===== src/rtl/uart_pkg.sv =====
// Shared types and helpers for the parametrised UART.
//   tx_state_e  : transmitter FSM states
//   PAR_EVEN/ODD: parity selector values
//   parity_calc : parity bit over up to MAX_DATA_BITS data bits (zero-extend narrower words)
package uart_pkg;

  typedef enum logic [2:0] {IDLE, START, DATA, PARITY, STOP} tx_state_e;

  localparam bit PAR_EVEN = 1'b0;
  localparam bit PAR_ODD  = 1'b1;

  localparam int MAX_DATA_BITS = 9;

  // Zero padding does not change the XOR, so narrower words can be extended freely.
  function automatic logic parity_calc(input logic [MAX_DATA_BITS-1:0] data, input logic odd);
    return (^data) ^ odd;
  endfunction

endpackage


===== src/rtl/uart_baud_tick.sv =====
// Bit-period timer.
//   clk, Tx_rst : clock, async active-high reset
//   en          : count while high; counter is held at 0 while low
//   tick        : high in the last cycle of each CLK_PER_BIT-cycle bit period
module uart_baud_tick #(
  parameter int CLK_PER_BIT = 31
) (
  input  logic clk,
  input  logic Tx_rst,
  input  logic en,
  output logic tick
);

  localparam int CNT_W = $clog2(CLK_PER_BIT);
  localparam logic [CNT_W-1:0] CNT_LAST = CNT_W'(CLK_PER_BIT - 1);

  logic [CNT_W-1:0] cnt_q;

  always_ff @(posedge clk or posedge Tx_rst) begin
    if (Tx_rst)               cnt_q <= '0;
    else if (!en)             cnt_q <= '0;
    else if (cnt_q == CNT_LAST) cnt_q <= '0;
    else                      cnt_q <= cnt_q + 1'b1;
  end

  assign tick = en && (cnt_q == CNT_LAST);

endmodule


===== src/rtl/uart_tx_param.sv =====
// Parametrised UART transmitter with valid/ready handshake.
// Frame: start(0), DATA_BITS data LSB first, optional parity, STOP_BITS stop(1).
//   clk, Tx_rst : clock, async active-high reset
//   tx_valid    : host offers tx_data
//   tx_data     : word, captured on tx_valid && tx_ready
//   tx_ready    : idle, can accept a word
//   tx_line     : serial output, idle high
//   tx_busy     : frame in progress
//   tx_done     : one-cycle pulse on the edge that ends the frame
// All outputs come straight from flops.
module uart_tx_param
  import uart_pkg::*;
#(
  parameter int CLK_PER_BIT = 31,
  parameter int DATA_BITS   = 8,
  parameter int PARITY_EN   = 0,
  parameter int PARITY_ODD  = 0,
  parameter int STOP_BITS   = 1
) (
  input  logic                 clk,
  input  logic                 Tx_rst,
  input  logic                 tx_valid,
  input  logic [DATA_BITS-1:0] tx_data,
  output logic                 tx_ready,
  output logic                 tx_line,
  output logic                 tx_busy,
  output logic                 tx_done
);

  if (CLK_PER_BIT < 2 || CLK_PER_BIT > 2047) begin : g_bad_cpb
    $error("uart_tx_param: CLK_PER_BIT must be 2..2047");
  end
  if (DATA_BITS < 5 || DATA_BITS > MAX_DATA_BITS) begin : g_bad_db
    $error("uart_tx_param: DATA_BITS must be 5..9");
  end
  if (PARITY_EN < 0 || PARITY_EN > 1 || PARITY_ODD < 0 || PARITY_ODD > 1) begin : g_bad_par
    $error("uart_tx_param: PARITY_EN/PARITY_ODD must be 0 or 1");
  end
  if (STOP_BITS < 1 || STOP_BITS > 2) begin : g_bad_stop
    $error("uart_tx_param: STOP_BITS must be 1 or 2");
  end

  // bit index also counts stop bits, which never exceed the data count
  localparam int IDX_W = $clog2(DATA_BITS);
  localparam logic [IDX_W-1:0] DATA_LAST = IDX_W'(DATA_BITS - 1);
  localparam logic [IDX_W-1:0] STOP_LAST = IDX_W'(STOP_BITS - 1);
  localparam logic PAR_SEL = (PARITY_ODD != 0) ? PAR_ODD : PAR_EVEN;

  tx_state_e            state_q, state_n;
  logic [DATA_BITS-1:0] shift_q, shift_n;
  logic [IDX_W-1:0]     idx_q, idx_n;
  logic                 par_q, par_n;
  logic                 line_n, ready_n, busy_n, done_n;
  logic                 tick;

  uart_baud_tick #(.CLK_PER_BIT(CLK_PER_BIT)) u_baud (
    .clk    (clk),
    .Tx_rst (Tx_rst),
    .en     (state_q != IDLE),
    .tick   (tick)
  );

  always_ff @(posedge clk or posedge Tx_rst) begin
    if (Tx_rst) begin
      state_q  <= IDLE;
      shift_q  <= '0;
      idx_q    <= '0;
      par_q    <= 1'b0;
      tx_line  <= 1'b1;
      tx_ready <= 1'b1;
      tx_busy  <= 1'b0;
      tx_done  <= 1'b0;
    end else begin
      state_q  <= state_n;
      shift_q  <= shift_n;
      idx_q    <= idx_n;
      par_q    <= par_n;
      tx_line  <= line_n;
      tx_ready <= ready_n;
      tx_busy  <= busy_n;
      tx_done  <= done_n;
    end
  end

  always_comb begin
    state_n = state_q;
    shift_n = shift_q;
    idx_n   = idx_q;
    par_n   = par_q;
    line_n  = tx_line;
    ready_n = tx_ready;
    busy_n  = tx_busy;
    done_n  = 1'b0;
    case (state_q)
      IDLE: begin
        line_n  = 1'b1;
        ready_n = 1'b1;
        busy_n  = 1'b0;
        idx_n   = '0;
        if (tx_valid && tx_ready) begin
          state_n = START;
          shift_n = tx_data;
          // parity taken from the accepted word, before shifting destroys it
          par_n   = parity_calc(MAX_DATA_BITS'(tx_data), PAR_SEL);
          line_n  = 1'b0;
          ready_n = 1'b0;
          busy_n  = 1'b1;
        end
      end
      START: begin
        if (tick) begin
          state_n = DATA;
          idx_n   = '0;
          line_n  = shift_q[0];
        end
      end
      DATA: begin
        if (tick) begin
          shift_n = shift_q >> 1;
          if (idx_q == DATA_LAST) begin
            idx_n = '0;
            if (PARITY_EN != 0) begin
              state_n = PARITY;
              line_n  = par_q;
            end else begin
              state_n = STOP;
              line_n  = 1'b1;
            end
          end else begin
            idx_n  = idx_q + 1'b1;
            line_n = shift_q[1];
          end
        end
      end
      PARITY: begin
        if (tick) begin
          state_n = STOP;
          idx_n   = '0;
          line_n  = 1'b1;
        end
      end
      STOP: begin
        line_n = 1'b1;
        if (tick) begin
          if (idx_q == STOP_LAST) begin
            state_n = IDLE;
            idx_n   = '0;
            done_n  = 1'b1;
            ready_n = 1'b1;
            busy_n  = 1'b0;
          end else begin
            idx_n = idx_q + 1'b1;
          end
        end
      end
      default: begin
        state_n = IDLE;
        line_n  = 1'b1;
        ready_n = 1'b1;
        busy_n  = 1'b0;
      end
    endcase
  end

endmodule

===== config.mk =====
export PLATFORM = sky130hd
export DESIGN_NAME = uart_tx_param
export DESIGN_NICKNAME = d
export VERILOG_FILES = /design/src/rtl/uart_pkg.sv /design/src/rtl/uart_baud_tick.sv /design/src/rtl/uart_tx_param.sv
export SDC_FILE = /design/constraint.sdc
export NUM_CORES = 1
export LEC_CHECK = 0
export ABC_CLOCK_PERIOD_IN_PS = 4150
export CORE_AREA = 2 2 49 51
export CTS_BUF_LIST = sky130_fd_sc_hd__clkbuf_4 sky130_fd_sc_hd__clkbuf_8 sky130_fd_sc_hd__clkbuf_16
export DETAILED_ROUTE_END_ITERATION = 10
export DIE_AREA = 0 0 51 53
export PLACE_DENSITY = 0.78
export SLEW_MARGIN = 20
export SYNTH_ARGS = -nofsm -noshare
export SYNTH_HDL_FRONTEND = slang
export SYNTH_SLANG_ARGS = --single-unit

===== constraint.sdc =====
create_clock -name clk -period 4.15 [get_ports clk]
set_clock_uncertainty 0.15 [all_clocks]
set_input_delay 1.245 -clock clk [delete_from_list [all_inputs] [get_ports clk]]
set_output_delay 1.245 -clock clk [all_outputs]
set_load 0.01 [all_outputs]

======== Word level (Yosys, flattened, before mapping) ========
Index checks and enable logic that the tools add are counted.
storage, ports and cells
  output and inout bits ................... 4
  logic and storage cells ................. 74
  input bits .............................. 11
  bits in registers ....................... 23
cells by class
  mux-type cells .......................... 35
  bitwise gates (word level) .............. 1
  reductions and logical operators ........ 14
  add/subtract/negate cells ............... 2
  equality and inequality tests ........... 14
operator list
  kind                                                              number
  3-bit two-way mux                                                 12
  8-bit two-way mux                                                 2
  8-bit one-hot mux with 2 select lines                             1
  3-bit one-hot mux with 5 select lines                             1
  2-bit != test (second input constant)                             7
  1-bit two-way mux                                                 13
  3-bit one-hot mux with 4 select lines                             1
  5-bit two-way mux                                                 2
  3-bit AND reduction                                               3
  7-bit AND reduction                                               1
  3-bit by 2-bit == test with 1-bit output (second input constant)  2
  3-bit == test (second input constant)                             2
  3-bit logical NOT                                                 2
  1-bit one-hot mux with 3 select lines                             2
  5-bit by 1-bit adder with 5-bit output (second input constant)    1
  5-bit == test (second input constant)                             1
  1-bit one-hot mux with 4 select lines                             1
  4-bit AND reduction                                               1
  4-bit nonzero test                                                1
  3-bit by 1-bit adder with 3-bit output (second input constant)    1
  3-bit by 1-bit == test with 1-bit output (second input constant)  1
  3-bit nonzero test                                                1
  3-bit OR reduction                                                1
  1-bit logical AND                                                 2
  4 further kinds                                                   4

======== Depth between registers and ports, before layout ========
  depth in word-level cells ............... 4
  gate-level depth with buffers ........... 8
  mapped depth without buffers ............ 6

======== Cells and area by module ========
A second synthesis with hierarchy kept.
second synthesis, totals
  cells, all modules ...................... 121
  area total of the unflattened synthesis .. 1297.5 um^2
modules (own cells, without submodules)
  module          times used  cells each  area each (um^2)  seq. area each (um^2)
  uart_tx_param   1           98          1067.3            452.9
  uart_baud_tick  1           23          230.2             125.1

======== Worst setup path before layout ========
OpenSTA, ideal clock, no wires.
  path kind ............................... input to register
  start ................................... in tx_valid
  end ..................................... reg shift_q[7]
  setup slack ............................. 1964 ps
  setup time .............................. 121 ps
  path buffers ............................ 1
  stages .................................. 4
  arrival time ............................ 1915 ps
  data required time ...................... 3879 ps
  path through ............................ nand3_1 and2_4 buf_6 a22o_1
on the way
  longest elaborated chain between the ends .. 3
RTL lines
  what                                  RTL line              text
  from (decl)                           uart_tx_param.sv:22   input logic tx_valid,
  1-bit logical AND                     uart_tx_param.sv:100  if (tx_valid && tx_ready) begin
  2-bit != test (no source line)        -
  3-bit AND reduction (no source line)  -
  to (signal assigned)                  uart_tx_param.sv:75   shift_q <= shift_n;
  to (decl)                             uart_tx_param.sv:50   logic [DATA_BITS-1:0] shift_q, shift_n;
Every way passes these cells.
A chain may end at the register's enable or synchronous reset.

======== Worst setup path in the final report ========
  start ................................... reg tx_ready
  end ..................................... out tx_ready
RTL lines
  what                    RTL line             text
  from (decl)             uart_tx_param.sv:24  output logic tx_ready,
  from (signal assigned)  uart_tx_param.sv:79  tx_ready <= ready_n;
No word-level cell between the ends.

==> impl_results.md <==
* Type of the worst setup path: flip-flop to output pin
* Arrival time at the worst endpoint at 1.45 ns
* I/O pin cnt at 15
* CP Data Required Time at 2.75 ns
* Root buf cell: clkbuf_4
* Setup TNS at 0 ns
* Largest area contributor in the netlist: dfrtp_1
* H-tree levels at 1
* Most frequent cell after synthesis: dfrtp_1
* F_max at 0.352 GHz
* Num rows at 17
* Design area at 1330 µm²
* Vias per cell at 5.48
* Crit-path cells: clkdlybuf4s50_1
* GPL Wtd Cong at 0.765
* Netlist cell types at 37
* Worst R2R Setup Slack at 2.09 ns
* Final Hold Vio Count at 0
* Dpl cell area at 1310 µm²
* Post-Place Worst Slack at 1.39 ns
* Placed cells at 153
* Crit. End Element: output pin
* Drt wl/cell at 13.2 µm
* Gates resized, CTS repair at 0
* # Post-CTS Setup Buffers at 0
* Slew HR at 0.419
* Die extent in x at 51 µm
* Sequential area share after synthesis at 0.497
* Final WL at 2070 µm
* DP HPWL at 1510 µm
* Post-synthesis cell count at 115
* Max stage delay on crit path at 0.60 ns
* Pin count of the biggest net entering global routing at 24
* Share of layout cells above drive strength 1 at 0.0930
* Post-synth ARST share at 1.00
* Util after Layout at 0.621
* Critical Path Fanout Max at 6
* Hold Path End: u_baud.cnt_q[0]$_DFF_PP0_
* Final min period at 2.84 ns
* Final nets at 146
* Syn_nets at 131
* Max-cap check violation count at 0
* Clock transition at the registers of the reported paths at 0.13 ns
* Synthesis Warnings at 0
* DRC at 0
* Worst-margin pin slew at 0.870 ns
* Final worst path period share at 0.685
* Mapped Area at 1160 µm²
* Via count at 860
* Number of global-route vias before repair at 852
* VDD IR max at 162 µV
* Synth Register Bits at 23
* Die Area at 2700 µm²
* Final std cells w/o fill at 157
* PD cells at 257 nW/µm²
* Largest cells by area after synthesis: dfrtp_1, ha_1, a21oi_1
* Core area at 2150 µm²
* Final setup vio count at 0
* Post-synth EDFFs at 0
* Inserted Clock Buffers at 3
* Startpoint Class: flip-flop
* Final Worst Setup Slack at 1.31 ns
* Syn Area/Cell at 10.1 µm²
* GRT Residual Overflow at 0
* Gr usage total at 0.181
* RSZ-0062 raised after global routing: no
* Hold Crit Class: flip-flop to flip-flop
* Initial Utilization at 0.541
* Worst r2r dst: shift_q[7]$_DFFE_PP0P_
* # hold bufs at CTS at 0
* Initial drt markers at 17
* Routed Antenna Nets at 0
* Critical Path Start: tx_ready$_DFFE_PP1P_
* Min-Delay Path Depth at 1
* Prevailing post-synth register cell: dfrtp_1
* Total power at 0.342 mW
* Share of the synthesized area in the top cell type at 0.452
* Worst-skew pair later-pin latency at 0.31 ns
* Worst R2R Start: u_baud.cnt_q[0]$_DFF_PP0_
* First-pass GRT wire length at 3620 µm
* Slew Limit Fails at 0
* Die span in y at 53 µm
* Synth cell count leaders: dfrtp_1, a21oi_1, inv_1
* CP bufs+invs at 1
* CTS sink cnt at 23
* Initial antenna violation count at 0
* Worst reg2reg path depth at 6
* Maximum buffer depth of the clock tree at 2
* Cell family with most CP delay: flip-flops
* Min Hold Slack at 0.357 ns
* Worst Min Path Start: u_baud.cnt_q[0]$_DFF_PP0_
* Synth-to-layout area growth at 14.7%
* Port Buffers at 14
* Initial DRT Pass Iterations at 4
* CTS tree: done
* Critical-path top delay cell: dfstp_2
* Antenna diode count at 0
* Static leakage at 0.609 nW
* Status: finished, final reports clean
cells by family (layout without fill, tap and decap cells):
| kind of cell | count (synthesis) | after routing | share of synthesized area |
|---|---|---|---|
| flip-flops | 23 | 23 | 0.497 |
| multiplexers | 2 | 2 | 0.0194 |
| AO/OA/AOI/OAI | 31 | 31 | 0.167 |
| adder cells (fa/ha/maj) | 6 | 6 | 0.0624 |
| buffers and inverters | 16 | 30 | 0.0657 |
| AND/OR/NAND/NOR | 34 | 34 | 0.166 |
| XOR/XNOR | 3 | 3 | 0.0226 |
per-layer routing:
metal | GRT usage | share of wire | vias to the layer above
li1 | - | - | 433
met1 | 0.224 | 0.44 | 404
met2 | 0.310 | 0.51 | 19
met3 | 0.0367 | 0.038 | 4
met4 | 0.0721 | 0.012 | 0
met5 | 0 | 0 | -
how the worst max path moves through the flow:
stage                             endpoint  slack, ns  depth (start not counted)
CTS                               tx_ready       1.29                          1
global route                      tx_ready       1.26                          1
detailed placement  shift_q[7]$_DFFE_PP0P_       1.39                          4
floorplan           shift_q[7]$_DFFE_PP0P_       1.96                          4
finish                            tx_ready       1.31                          1
global placement    shift_q[7]$_DFFE_PP0P_       1.41                          4
registers in the layout (all words and copies together) (netlist names):
register / cells
idx_q: 3
shift_q: 8
state_q: 3
tx_busy: 1
tx_done: 1
tx_line: 1
tx_ready: 1
u_baud.cnt_q: 5
power breakdown:
group	internal (mW)	switching [mW]	total [mW]	leakage (nW)
Clock	0.0360	0.0677	0.104	0.0177
Combinational	0.00851	0.00582	0.0143	0.297
Sequential	0.224	0	0.224	0.294
placed cells by master (no fill, tap or decap), types with 2 or more instances in the layout:
| cell | instances |
|---|---|
| clkdlybuf4s50_1 | 14 |
| nand2b_1 | 2 |
| o21ai_0 | 2 |
| dfstp_2 | 2 |
| nand2_1 | 3 |
| a21o_1 | 2 |
| inv_1 | 12 |
| nand3_1 | 4 |
| clkbuf_4 | 3 |
| xor2_1 | 2 |
| o22ai_1 | 8 |
| nor2_1 | 11 |
| dfrtp_1 | 21 |
| nor3b_1 | 2 |
| nor3_1 | 3 |
| a21oi_1 | 12 |
| mux2_2 | 2 |
| ha_1 | 5 |
cell type report:
class / count / area (µm²)
fillers: 177 / 815
well taps: 28 / 35.0
repair buffers: 14 / 140
clock buffers: 3 / 22.5
inverters: 12 / 45.0
clock inverters: 1 / 5.00
flip-flops and latches: 23 / 578
multi-input cells: 76 / 508
No activity file was read; power rests on OpenSTA's default activity.
